$ cat src/rtl/stopwatch_ctrl_if.sv
// Front-panel bundle: raw buttons toward the controller and counter controls back out.
interface stopwatch_ctrl_if;
   logic       btn_start;
   logic       btn_pause;
   logic       btn_clear;
   logic       start;
   logic       pause;
   logic       clr_n;
   logic [1:0] state;

   modport master (
      output btn_start, btn_pause, btn_clear,
      input  start, pause, clr_n, state
   );

   modport slave (
      input  btn_start, btn_pause, btn_clear,
      output start, pause, clr_n, state
   );
endinterface

$ cat src/rtl/stopwatch_ctrl.sv
// Stopwatch front panel: per-button sync/debounce/press-edge lanes feeding a
// 3-state start/pause FSM with a one-cycle counter clear strobe.
module stopwatch_btn #(
   parameter int unsigned DEBOUNCE_CYCLES = 500_000,
   parameter int unsigned SYNC_STAGES     = 2
) (
   input  logic clk,
   input  logic rst,
   input  logic raw,
   output logic press
);
   localparam logic [31:0] CNT_LAST = 32'(DEBOUNCE_CYCLES - 1);

   logic [SYNC_STAGES-1:0] sync_q;
   logic                   synced;
   logic [31:0]            cnt;
   logic                   db;
   logic                   db_d;

   assign synced = sync_q[SYNC_STAGES-1];

   always_ff @(posedge clk or negedge rst) begin
      if (!rst) sync_q <= '0;
      else      sync_q <= {sync_q[SYNC_STAGES-2:0], raw};
   end

   // Any return to the accepted level restarts the count, rejecting short glitches.
   always_ff @(posedge clk or negedge rst) begin
      if (!rst) begin
         cnt <= '0;
         db  <= 1'b0;
      end else if (synced == db) begin
         cnt <= '0;
      end else if (cnt == CNT_LAST) begin
         db  <= synced;
         cnt <= '0;
      end else begin
         cnt <= cnt + 32'd1;
      end
   end

   always_ff @(posedge clk or negedge rst) begin
      if (!rst) begin
         db_d  <= 1'b0;
         press <= 1'b0;
      end else begin
         db_d  <= db;
         press <= db & ~db_d;
      end
   end
endmodule

module stopwatch_ctrl #(
   parameter int unsigned DEBOUNCE_CYCLES = 500_000,
   parameter int unsigned SYNC_STAGES     = 2
) (
   input  logic            clk,
   input  logic            rst,
   stopwatch_ctrl_if.slave bus
);
   localparam int NUM_BTN = 3;
   localparam int B_START = 0;
   localparam int B_PAUSE = 1;
   localparam int B_CLEAR = 2;

   typedef enum logic [1:0] {
      S_IDLE   = 2'b00,
      S_RUN    = 2'b01,
      S_PAUSED = 2'b10
   } state_t;

   logic [NUM_BTN-1:0] btn_raw;
   logic [NUM_BTN-1:0] press;
   state_t             state_q, state_d;
   logic               start_q, pause_q, clr_n_q;
   logic               start_d, pause_d, clr_n_d;

   assign btn_raw = {bus.btn_clear, bus.btn_pause, bus.btn_start};

   stopwatch_btn #(
      .DEBOUNCE_CYCLES (DEBOUNCE_CYCLES),
      .SYNC_STAGES     (SYNC_STAGES)
   ) u_btn [NUM_BTN-1:0] (
      .clk   (clk),
      .rst   (rst),
      .raw   (btn_raw),
      .press (press)
   );

   always_ff @(posedge clk or negedge rst) begin
      if (!rst) begin
         state_q <= S_IDLE;
         start_q <= 1'b0;
         pause_q <= 1'b0;
         clr_n_q <= 1'b1;
      end else begin
         state_q <= state_d;
         start_q <= start_d;
         pause_q <= pause_d;
         clr_n_q <= clr_n_d;
      end
   end

   // Only the highest-priority press of a cycle is acted on; the rest are dropped.
   always_comb begin
      state_d = state_q;
      if (press[B_CLEAR]) begin
         state_d = S_IDLE;
      end else if (press[B_START]) begin
         case (state_q)
            S_IDLE:  state_d = S_RUN;
            S_RUN:   state_d = S_IDLE;
            default: state_d = state_q;
         endcase
      end else if (press[B_PAUSE]) begin
         case (state_q)
            S_RUN:    state_d = S_PAUSED;
            S_PAUSED: state_d = S_RUN;
            default:  state_d = state_q;
         endcase
      end
   end

   // Decoded from the next state so start/pause/clr_n land on the same edge as state.
   always_comb begin
      start_d = (state_d != S_IDLE);
      pause_d = (state_d == S_PAUSED);
      clr_n_d = ~press[B_CLEAR];
   end

   assign bus.start = start_q;
   assign bus.pause = pause_q;
   assign bus.clr_n = clr_n_q;
   assign bus.state = state_q;
endmodule
$ cat src/flat_wrapper.sv
// flat-port wrapper written by rule: the top's interface ports become plain ports
module stopwatch_ctrl_flat 
#(
   parameter int unsigned DEBOUNCE_CYCLES = 500_000,
   parameter int unsigned SYNC_STAGES     = 2
)
  (clk, rst, bus_btn_start, bus_btn_pause, bus_btn_clear, bus_start, bus_pause, bus_clr_n, bus_state);
  stopwatch_ctrl_if bus_i ();
  input  logic clk;
  input  logic rst;
  input wire logic [$bits(bus_i.btn_start)-1:0] bus_btn_start;
  input wire logic [$bits(bus_i.btn_pause)-1:0] bus_btn_pause;
  input wire logic [$bits(bus_i.btn_clear)-1:0] bus_btn_clear;
  output wire logic [$bits(bus_i.start)-1:0] bus_start;
  output wire logic [$bits(bus_i.pause)-1:0] bus_pause;
  output wire logic [$bits(bus_i.clr_n)-1:0] bus_clr_n;
  output wire logic [$bits(bus_i.state)-1:0] bus_state;
  assign bus_i.btn_start = bus_btn_start;
  assign bus_i.btn_pause = bus_btn_pause;
  assign bus_i.btn_clear = bus_btn_clear;
  assign bus_start = bus_i.start;
  assign bus_pause = bus_i.pause;
  assign bus_clr_n = bus_i.clr_n;
  assign bus_state = bus_i.state;
  stopwatch_ctrl #(.DEBOUNCE_CYCLES(DEBOUNCE_CYCLES), .SYNC_STAGES(SYNC_STAGES)) u_core (.clk(clk), .rst(rst), .bus(bus_i));
endmodule
$ cat config.mk
export PLATFORM = sky130hd
export DESIGN_NAME = stopwatch_ctrl_flat
export DESIGN_NICKNAME = d
export VERILOG_FILES = /design/src/rtl/stopwatch_ctrl_if.sv /design/src/rtl/stopwatch_ctrl.sv /design/src/flat_wrapper.sv
export SDC_FILE = /design/constraint.sdc
export NUM_CORES = 1
export LEC_CHECK = 0
export CORE_MARGIN = 2
export CORE_UTILIZATION = 55
export CTS_CLUSTER_DIAMETER = 150
export DETAILED_ROUTE_END_ITERATION = 10
export PLACE_DENSITY_LB_ADDON = 0.08
export SLEW_MARGIN = 20
export SYNTH_ARGS = -nofsm -noshare
export SYNTH_HDL_FRONTEND = slang
export SYNTH_SLANG_ARGS = --single-unit
$ cat constraint.sdc
create_clock -name clk -period 6.49 [get_ports clk]
set_clock_uncertainty 0.2 [all_clocks]
set_input_delay 0.649 -clock clk [delete_from_list [all_inputs] [get_ports clk]]
set_output_delay 0.649 -clock clk [all_outputs]
set_load 0.02 [all_outputs]
Yosys cells after proc, flatten, opt, wreduce, memory -nomap -nowiden:

Index checks and enable logic that the tools add are counted.
Widths: inputs -> output; s select.

* add/sub/neg operators: 3
* equality and inequality tests: 9
* mux-type cells: 11
* bitwise logic cells: 10
* reductions and logical operators: 5

Operators by type and width (count)
* $mux 32: 6
* $add 32x1->32 const B: 3
* $eq 32x19->1 const B: 3
* $pmux 2 s2: 2
* $not 1->1: 7
* $mux 2: 3
* $reduce_and 2->1: 3
* $eq 2x2->1 const B: 2
* $and 1x1->1: 3
* $eq 1x1->1: 3
* $eq 2x1->1 const B: 1
* $logic_not 2->1: 1
* $reduce_bool 2->1: 1

* bits in registers: 116
* input bits: 5
* output and inout bits: 5
* word-level logic and storage cells: 57

Longest topological paths before layout:

Gate-level depths: netlist (run 1).

* depth after elaboration: 6
* mapped depth: 9
* depth with buffers taken out: 6

By module:

From an unflattened synthesis (run 1), not the netlist that was laid out.

* cells, all modules: 608
* area, all modules: 6008.3 um^2

By module, submodules not included
* stopwatch_btn: instances 3, cells each 196, area each 1918.1 um^2, seq. area each 925.9 um^2
* stopwatch_ctrl: instances 1, cells each 20, area each 254.0 um^2, seq. area each 126.4 um^2

Worst setup path after synthesis (run 1):

No wires, ideal clock.

* kind: reg2reg
* start point: register u_core.u_btn[1].cnt[0]
* end point: register u_core.u_btn[1].cnt[30]
* setup time: 0.077 ns
* arrival time: 1.882 ns
* required time: 6.213 ns
* slack: 4.331 ns
* stages on the path, launching flop included: 9
* path buffers: 2
* clock period less this slack: 2.159 ns
* cells stage by stage: dfrtp_1 -> ha_1 -> and4_1 -> buf_2 -> and2_0 -> clkbuf_1 -> nand4_1 -> or4_1 -> a21oi_1

* cells in the longest elaborated chain, start to end: 3
* elaborated cells on any way between the ends: 4
* classes of those cells: add/sub: 1; eq/ne: 1; mux: 2

RTL lines
* start: declaration: RTL line stopwatch_ctrl.sv:16 `logic [31:0] cnt;`
* start signal: assignment: RTL line stopwatch_ctrl.sv:38 `cnt <= cnt + 32'd1;`
* $add 32x1->32 or $eq 32x19->1 (tied branches): RTL line stopwatch_ctrl.sv:38, stopwatch_ctrl.sv:34
* $mux 32 (*): RTL line stopwatch_ctrl.sv:34 `end else if (cnt == CNT_LAST) begin`
* $mux 32 (*): RTL line stopwatch_ctrl.sv:32 `end else if (synced == db) begin`

Mark *: on every way between the ends. The rest lies on a longest branch, timed or not.
A chain may end at the register's enable or synchronous reset.

Final worst setup path (run 1):

* start point: register u_core.u_btn[1].cnt[0]
* end point: register u_core.u_btn[1].cnt[28]

Same word-level chain as after synthesis.

==> results of run 1 <==
sequential cells by signal, indices dropped and copies added (netlist names):
register	cells
u_core.bus.clr_n	1
u_core.bus.pause	1
u_core.bus.start	1
u_core.bus.state	2
u_core.u_btn.cnt	96
u_core.u_btn.db	3
u_core.u_btn.db_d	3
u_core.u_btn.press	3
u_core.u_btn.sync_q	6
critical path, stage by stage (launching register included):
cell and delay, ns:
dfrtp_1 0.40, ha_1 0.22, and4_1 0.36, inv_1 0.07, nor4_1 0.49, or2_2 0.62
o21ba_2 0.24
power groups by stage:
stage | registers, mW | clock network [mW] | logic [mW]
4_1_cts | 0.736 | 1.05 | 0.0390
3_3_place_gp | 0.748 | 0 | 0.0379
3_5_place_dp | 0.749 | 0 | 0.0384
2_1_floorplan | 0.748 | 0 | 0.0179
5_1_grt | 0.737 | 1.09 | 0.0450
6_report | 0.737 | 1.03 | 0.0376
timing repair:
action | 4_1_cts | 5_1_grt
buffers inserted | 0 | 0
hold buffers | 1 | 0
hold endpoints to repair | 38 | 0
endpoints found under the setup margin | 0 | 0
layout by cell type, fill, tap and decap left out, types with 2 or more instances in the layout:
cell type / count
nand2_1: 40
a22oi_1: 2
buf_4: 3
a21oi_1: 18
inv_1: 14
nor4_4: 2
ha_1: 5
nor3_1: 10
o31ai_1: 2
a211oi_1: 2
and3_1: 18
xor2_1: 52
clkbuf_8: 7
or4_1: 2
nand3_2: 2
or3_1: 9
dfrtp_1: 115
mux2_2: 3
o21ai_0: 10
nand4_1: 33
bufinv_16: 5
xnor2_1: 24
clkdlybuf4s50_1: 8
nor2b_1: 3
or2_2: 2
nor2_1: 92
nand3_1: 34
and4_1: 11
nor4b_1: 2
nor4_1: 19
nand4b_1: 2
nand4_2: 3
nand3b_1: 3
clkbuf_16: 16
and2_1: 2
nor4_2: 2
clkinv_2: 2
worst paths after layout:
path	start	end	slack, ns	depth (start not counted)
max	u_core.u_btn[1].cnt[0]$_DFF_PN0_	u_core.u_btn[1].cnt[28]$_DFF_PN0_	3.76	6
min	u_core.u_btn[0].sync_q[0]$_DFF_PN0_	u_core.u_btn[0].sync_q[1]$_DFF_PN0_	0.16	0
max reg2reg	u_core.u_btn[1].cnt[0]$_DFF_PN0_	u_core.u_btn[1].cnt[28]$_DFF_PN0_	3.76	6
min reg2reg	u_core.u_btn[0].sync_q[0]$_DFF_PN0_	u_core.u_btn[0].sync_q[1]$_DFF_PN0_	0.16	0
max in group asynchronous	rst	u_core.u_btn[0].sync_q[0]$_DFF_PN0_	4.30	3
min in group asynchronous	rst	u_core.u_btn[1].cnt[11]$_DFF_PN0_	0.45	2
area by class of cell:
type / count / area, um^2 / share of cell area (%)
clock buffers: 24 / 500.5 / 7.682
repair buffers: 12 / 112.6 / 1.728
inverters: 14 / 52.55 / 0.8066
flip-flops and latches: 116 / 2904 / 44.57
clock inverters: 8 / 167.7 / 2.573
well taps: 133 / 166.4 / 2.554
multi-input cells: 422 / 2611 / 40.08
cells by family after synthesis:
family,count (synthesis),share of synthesized area [%]
adder cells (fa/ha/maj),5,1.110
flip-flops,116,51.51
XOR/XNOR,76,11.81
multiplexers,4,0.7767
AO/OA/AOI/OAI,41,4.327
AND/OR/NAND/NOR,296,28.14
buffers and inverters,32,2.330
routing by layer:
layer	wire length, um	track usage [%]	up-vias
met5	0	0	-
met4	84	8.857	0
met3	281	6.741	7
met2	5719	36.82	56
met1	5228	28.55	2070
li1	-	-	2039
==> results.yml, run 1 <==
drt:
  via_per_inst: 5.723
  route.detailed.drc: 0
  vias: 4172
  dr.pass1.iters: 4
  antenna_left: 0
  drt_iter0_drc: 244
  drt_wl_total_mm: 11.31
  wl_per_cell_um: 15.52
floorplan:
  ios: 10
  die_w_um: 105.2
  std_cell_rows: 36
  core-area_mm2: 0.009864
  die_h_um: 105.2
  die_area_mm2: 0.01108
  initial_core_util_pct: 57.15
pwr:
  power.leakage_nw: 2.796
  power.density_mw_per_mm2: 276.9
  ir_drop_uv: 227.3
  p_sw_mw: 0.3418
  p_int_mw: 1.462
  p_sw_share_pct: 18.95
  power_mw: 1.804
  pwr-share-comb_pct: 2.1
  pwr-share-seq_pct: 40.8
  clkPwrFrac_pct: 57.1
worst_setup_path:
  critical_path_required_ns: 6.69
  cp-end-kind: "flop"
  cp_max_fo: 32
  criticalPathCategory: "flop to flop"
  startpoint_type: "flop"
  cp.arrival_ns: 2.93
layout:
  fin_cells: 729
  num_antenna_cells: 0
  syn_to_final_growth_pct: 15.56
  fillers: 770
  fin_area_mm2: 0.006515
  num-nets-final: 593
  fin_util_pct: 66.05
  drive_gt1_share_pct: 9.060
synth:
  synth_nets: 580
  yosysTopAreaCellShare_pct: 51.04
  yosysSeqAreaShare_pct: 51.51
  synth_seq_cells: 116
  yosys-top-cells-area: "dfrtp_1 (51%), xor2_1 (8.1%), nor2_1 (6.1%)"
  synth_area_per_cell_um2: 9.891
  synth_flop_cell: "dfrtp_1"
  syn_inst: 570
  synth_edf_count: 0
  yosysWarningCount: 0
  yosys-top-cells-count: "dfrtp_1 (115), nor2_1 (92), xor2_1 (52)"
  synth_most_common_cell: "dfrtp_1"
  syn_area_mm2: 0.005638
  synthArstFlopShare_pct: 100.0
  ys_types: 46
  synth.largest_area_cell: "dfrtp_1"
run:
  maxCapViolCount: 0
min_path:
  hold_class: "flop to flop"
sta:
  hold_viol_final: 0
  period_minus_slack_ns: 2.725
  tns_ns: 0
  fmax_mhz: 367.0
  worst_pin_slew_ns: 0.9587
  rsz0062_at_grt: "no"
  max_slew_margin_pct: 36.09
  slew_violations: 0
  holdWs_ns: 0.1561
  final-setup-viol-count: 0
  period_share_pct: 41.99
  worst_slack_ns: 3.765
placement:
  place_hpwl_mm: 7.249
  dp_slack_ns: 3.672
  dp_cells: 696
  placement.cell_area_mm2: 0.005828
  gp_congestion: 0.8131
  io_buffers: 9
global_routing:
  antenna_found_initial: 0
  grt_pass1_wl_mm: 19.72
  grt-ovfl-total: 0
  track_usage_pct: 22.67
  grt_max_degree: 78
  grt_pass1_vias: 4139
cts:
  cts.path.max_buffers: 2
  h-tree-depth: 4
  cts_resized: 0
  cts.sink_count: 116
  path_clk_slew_ns: 0.05
  cts_buffers: 17
  insertion_delay_ns: 0.52
  cts_tree: "built"
  cts_root_buffer: "clkbuf_8"
status:
  status: "completed"
Note: power is estimated with default switching activity, not from simulation.
==> run 2, diff against run 1 <==
==> constraint.sdc (replaced) <==
create_clock -name clk -period 2.8 [get_ports clk]
set_clock_uncertainty 0.2 [all_clocks]
set_input_delay 0.28 -clock clk [delete_from_list [all_inputs] [get_ports clk]]
set_output_delay 0.28 -clock clk [all_outputs]
set_load 0.02 [all_outputs]
==> run 2 against run 1 <==
  * Non-clock buffer count grew 8
  * Design area shrank 0.27%
  * Final cell count grew 1.1%
  * Critical path depth grew 1
  * Critical path type unchanged
==> results.yml, run 2 (synthesized netlist as in run 1, its figures left out) <==
status:
  status: "completed"
worst_setup_path:
  critical_path_required_ns: 3.01
  reg2reg_from: "u_core.u_btn[1].cnt[0]$_DFF_PN0_"
  criticalPathCategory: "flop to flop"
  startpoint_type: "flop"
  r2r-end: "u_core.u_btn[1].cnt[8]$_DFF_PN0_"
  reg2regPathDepth: 7
  r2r_slack_ns: 0.41
  cp_max_fo: 20
  cp.arrival_ns: 2.61
  cp-end-kind: "flop"
floorplan:
  std_cell_rows: 36
  initial_core_util_pct: 57.15
  core-area_mm2: 0.009864
  ios: 10
  die_h_um: 105.2
  die_area_mm2: 0.01108
  die_w_um: 105.2
cts:
  postCtsSetupBuffers: 0
  cts_resized: 0
  h-tree-depth: 4
  cts.sink_count: 116
  cts_tree: "built"
  cts_buffers: 17
  insertion_delay_ns: 0.53
  path_clk_slew_ns: 0.05
  cts_root_buffer: "clkbuf_8"
  cts.path.max_buffers: 2
sta:
  fmax_mhz: 418.0
  holdWs_ns: 0.1550
  rsz0062_at_grt: "no"
  worst_pin_slew_ns: 0.7352
  final-setup-viol-count: 0
  tns_ns: 0
  period_share_pct: 85.44
  period_minus_slack_ns: 2.392
  hold_viol_final: 0
  worst_slack_ns: 0.4078
  slew_violations: 0
  max_slew_margin_pct: 50.99
layout:
  num_antenna_cells: 0
  drive_gt1_share_pct: 9.437
  fin_cells: 737
  final_cell_mix: "dfrtp_1 (115), nor2_1 (92), xor2_1 (52)"
  largest_reg_flops: 96
  fillers: 761
  regMostFlops: "u_core.u_btn.cnt"
  seq_area_mm2: 0.002904
  multi_input_area_mm2: 0.002603
  num-nets-final: 601
  syn_to_final_growth_pct: 15.25
  final_common_cell: "dfrtp_1"
  fin_util_pct: 65.87
  reg_top3: "u_core.u_btn.cnt x96, u_core.u_btn.sync_q x6"
drt:
  vias: 4239
  dr.pass1.iters: 4
  via_per_inst: 5.752
  route.detailed.drc: 0
  wl_per_cell_um: 14.85
  drt_wl_total_mm: 10.94
  drt_iter0_drc: 295
  antenna_left: 0
pwr:
  power.density_mw_per_mm2: 593.0
  ir_drop_uv: 527.8
  power.leakage_nw: 2.801
min_path:
  hold_class: "input pin to asynchronous set/reset pin"
global_routing:
  grt_pass1_wl_mm: 19.93
  grt-ovfl-total: 0
  grt_max_degree: 58
  grt_pass1_vias: 4209
  antenna_found_initial: 0
  track_usage_pct: 22.74
placement:
  io_buffers: 9
  dp_slack_ns: 0.4102
  dp_cells: 701
  place_hpwl_mm: 7.266
  gp_congestion: 0.8627
run:
  maxCapViolCount: 0
-- run 2: cell count changes in the layout (fill, tap and decap cells not counted), sizes merged --
cell / change
clkinv: +6
buf: +5
clkbuf: -3
dlygate4sd3: +3
bufinv: -3
-- run 2: per-stage QoR --
stage | total power [mW] | area [um^2]
6_report | 3.853 | 6497
5_1_grt | 3.996 | 6497
4_1_cts | 3.904 | 6497
3_5_place_dp | 1.833 | 5891
3_3_place_gp | 1.829 | 5891
2_1_floorplan | 1.774 | 5638
-- run 2: final cells by class --
type	instances	area share, %
Tap cell	133	2.561
Multi-Input combinational cell	422	40.05
Clock buffer	21	7.067
Timing Repair Buffer	20	3.158
Sequential cell	116	44.69
Clock inverter	11	1.656
Inverter	14	0.8088
-- run 2: how the worst max path moves through the flow --
stage | slack (ns) | end | from | cells after the start
floorplan | 0.64 | u_core.u_btn[1].cnt[30]$_DFF_PN0_ | u_core.u_btn[1].cnt[0]$_DFF_PN0_ | 8
global placement | 0.49 | u_core.u_btn[1].cnt[6]$_DFF_PN0_ | u_core.u_btn[1].cnt[0]$_DFF_PN0_ | 7
detailed placement | 0.41 | u_core.u_btn[1].cnt[30]$_DFF_PN0_ | u_core.u_btn[1].cnt[0]$_DFF_PN0_ | 6
CTS | 0.40 | u_core.u_btn[1].cnt[30]$_DFF_PN0_ | u_core.u_btn[1].cnt[0]$_DFF_PN0_ | 6
global route | 0.25 | u_core.u_btn[1].cnt[8]$_DFF_PN0_ | u_core.u_btn[1].cnt[0]$_DFF_PN0_ | 7
finish | 0.41 | u_core.u_btn[1].cnt[8]$_DFF_PN0_ | u_core.u_btn[1].cnt[0]$_DFF_PN0_ | 7
-- run 2: repair_timing --
item / CTS / global route
endpoints found under the setup margin: 0 / 0
hold buffers: 4 / 0
hold endpoints to repair: 58 / 0
-- run 2: metal layers --
metal,up-vias,wire length (um),GRT usage (%)
li1,2066,-,-
met1,2080,5101,29.86
met2,68,5152,34.52
met3,25,389,7.483
met4,0,301,9.905
met5,-,0,0
-- run 2: power breakdown --
part	internal [mW]	switching, mW
registers	1.69	0.0141
clock network	1.32	0.727
logic	0.0309	0.0675
total	3.04	0.808
-- run 2: critical path: stages, from the launching register on --
cell and delay (ns):
dfrtp_1 0.38, ha_1 0.21, and4_1 0.35, inv_1 0.06, nor4_1 0.35, or2_2 0.43, buf_4 0.23, nor2_1 0.06
==> run 3, diff against run 2 <==
--- a/config.mk
+++ b/config.mk
@@ -8,7 +8,9 @@
 export CORE_MARGIN = 2
 export CORE_UTILIZATION = 55
 export CTS_CLUSTER_DIAMETER = 150
+export CTS_CLUSTER_SIZE = 20
 export DETAILED_ROUTE_END_ITERATION = 10
+export GPL_TIMING_DRIVEN = 0
 export PLACE_DENSITY_LB_ADDON = 0.08
 export SLEW_MARGIN = 20
 export SYNTH_ARGS = -nofsm -noshare
==> run 3 against run 2 <==
  * Critical path type unchanged
  * Critical endpoint is now u_core.u_btn[1].cnt[25]$_DFF_PN0_
  * Design area is 2.0% higher
  * Final cell count up 1.5%
  * Worst hold slack got worse by 0.11 ns
  * Largest power group unchanged
  * Sequential power about the same
==> results.yml, run 3 (synthesized netlist as in run 1, its figures left out) <==
layout:
  largest_reg_flops: 96
  syn_to_final_growth_pct: 17.60
  final_cell_mix: "dfrtp_1 (115), nor2_1 (92), xor2_1 (52)"
  drive_gt1_share_pct: 10.08
  regMostFlops: "u_core.u_btn.cnt"
  fillers: 752
  multi_input_area_mm2: 0.002611
  fin_util_pct: 67.21
  final_common_cell: "dfrtp_1"
  num_antenna_cells: 0
  reg_top3: "u_core.u_btn.cnt x96, u_core.u_btn.sync_q x6"
  num-nets-final: 612
  fin_cells: 748
  seq_area_mm2: 0.002904
cts:
  cts_buffers: 17
  postCtsSetupBuffers: 0
  insertion_delay_ns: 0.51
  cts_tree: "built"
  cts.path.max_buffers: 2
  h-tree-depth: 4
  cts.sink_count: 116
  path_clk_slew_ns: 0.06
  cts_root_buffer: "clkbuf_8"
floorplan:
  core-area_mm2: 0.009864
  die_h_um: 105.2
  ios: 10
  die_w_um: 105.2
  die_area_mm2: 0.01108
  initial_core_util_pct: 57.15
  std_cell_rows: 36
pwr:
  power.leakage_nw: 2.846
  pwr-share-comb_pct: 2.4
  p_int_mw: 3.370
  power.density_mw_per_mm2: 636.5
  pwr-share-seq_pct: 40.4
  ir_drop_uv: 460.4
  p_sw_share_pct: 20.14
  clkPwrFrac_pct: 57.2
  p_sw_mw: 0.8500
worst_setup_path:
  cp_top_family: "simple AND/OR/NAND/NOR gates"
  worstPathCellList: "ha_1 -> and4_1 -> buf_2 -> inv_1 -> nor4_1 -> or2_2 -> clkbuf_1 -> buf_2 -> nor2_1"
  critical_path_required_ns: 2.99
  cp-end-kind: "flop"
  cpPeakStageDelay_ns: 0.45
  slowest_stage: "nor4_1"
  startpoint_type: "flop"
  cp_max_fo: 10
  criticalPathCategory: "flop to flop"
  path_buf_inv: 4
  cp.arrival_ns: 2.77
  cpMostUsedCell: "buf_2"
sta:
  rsz0062_at_grt: "no"
  fmax_mhz: 386.9
  hold_viol_final: 0
  holdWs_ns: 0.04194
  slew_violations: 0
  final-setup-viol-count: 0
  period_share_pct: 92.32
  worst_pin_slew_ns: 0.7357
  max_slew_margin_pct: 50.50
  period_minus_slack_ns: 2.585
run:
  maxCapViolCount: 0
global_routing:
  antenna_found_initial: 0
  met1_usage_pct: 30.86
  met3_usage_pct: 6.555
  track_usage_pct: 22.76
  grt-ovfl-total: 0
  grt_use_met2_pct: 35.35
  grt_pass1_vias: 4170
  grt_pass1_wl_mm: 20.13
  grt_max_degree: 76
  grt.busiest_layer: "met2"
drt:
  wl_per_cell_um: 15.05
  dr.pass1.iters: 4
  drt_wl_total_mm: 11.26
  via_per_inst: 5.620
  route.detailed.drc: 0
  antenna_left: 0
  vias: 4204
  drt_iter0_drc: 239
placement:
  place_hpwl_mm: 7.461
  io_buffers: 9
  dp_cells: 713
  gp_congestion: 0.8784
min_path:
  hold_class: "input pin to asynchronous set/reset pin"
status:
  status: "completed"
run 3: cell types whose count changed in the layout (fill, tap and decap cells not counted), moves of 2 or more:
cell and delta:
buf_12 -2, buf_2 +9, buf_4 -6, bufinv_16 +4
clkbuf_1 +8, clkbuf_8 -2, clkinv_2 -6, clkinv_4 +2
clkinvlp_4 +2
run 3: metrics by stage:
step	TNS, ns	total power, mW	cell area, um^2	setup WS [ns]
after floorplan	0	1.774	5638	0.6411
after global placement	-356.65	1.827	5894	-3.095
after detailed placement	0	1.834	5923	0.1038
after CTS	0	4.247	6615	0.07799
after global routing	0	4.357	6630	0.04536
final	0	4.220	6630	0.2151
run 3: power groups by stage:
stage	clock, mW	combinational (mW)	sequential, mW
2_1_floorplan	0	0.0415	1.73
3_3_place_gp	0	0.0912	1.74
3_5_place_dp	0	0.0982	1.74
4_1_cts	2.44	0.102	1.71
5_1_grt	2.53	0.118	1.71
6_report	2.41	0.101	1.71
run 3: path summary, 6_finish.rpt:
check	slack, ns	start	depth (start not counted)	to
max in group asynchronous	1.68	rst	3	u_core.u_btn[0].cnt[6]$_DFF_PN0_
min in group clk	0.15	u_core.u_btn[0].sync_q[0]$_DFF_PN0_	0	u_core.u_btn[0].sync_q[1]$_DFF_PN0_
setup / recovery	0.22	u_core.u_btn[1].cnt[0]$_DFF_PN0_	9	u_core.u_btn[1].cnt[25]$_DFF_PN0_
setup reg to reg	0.22	u_core.u_btn[1].cnt[0]$_DFF_PN0_	9	u_core.u_btn[1].cnt[25]$_DFF_PN0_
hold reg to reg	0.15	u_core.u_btn[0].sync_q[0]$_DFF_PN0_	0	u_core.u_btn[0].sync_q[1]$_DFF_PN0_
hold / removal	0.04	rst	2	u_core.u_btn[1].cnt[2]$_DFF_PN0_
run 3: per-layer routing:
metal	vias to the layer above	wire length [um]
met5	-	0
met4	0	99
met3	10	300
met2	59	5516
met1	2052	5340
li1	2083	-
run 3: cell type report:
cell class                 count  area share (%)
sequential                   116           43.80
multi-input combinational    422           39.38
inverter                      14          0.7926
tap                          133           2.510
clock buffer                  19           6.511
buffer                        17           1.132
timing repair buffer          14           2.397
clock inverter                13           3.472
run 3: repair_timing:
| item | CTS | global route |
|---|---|---|
| gates resized for setup | 0 | 1 |
| setup endpoints to repair | 0 | 50 |
| hold buffers | 3 | 1 |
| hold endpoints to repair | 118 | 1 |
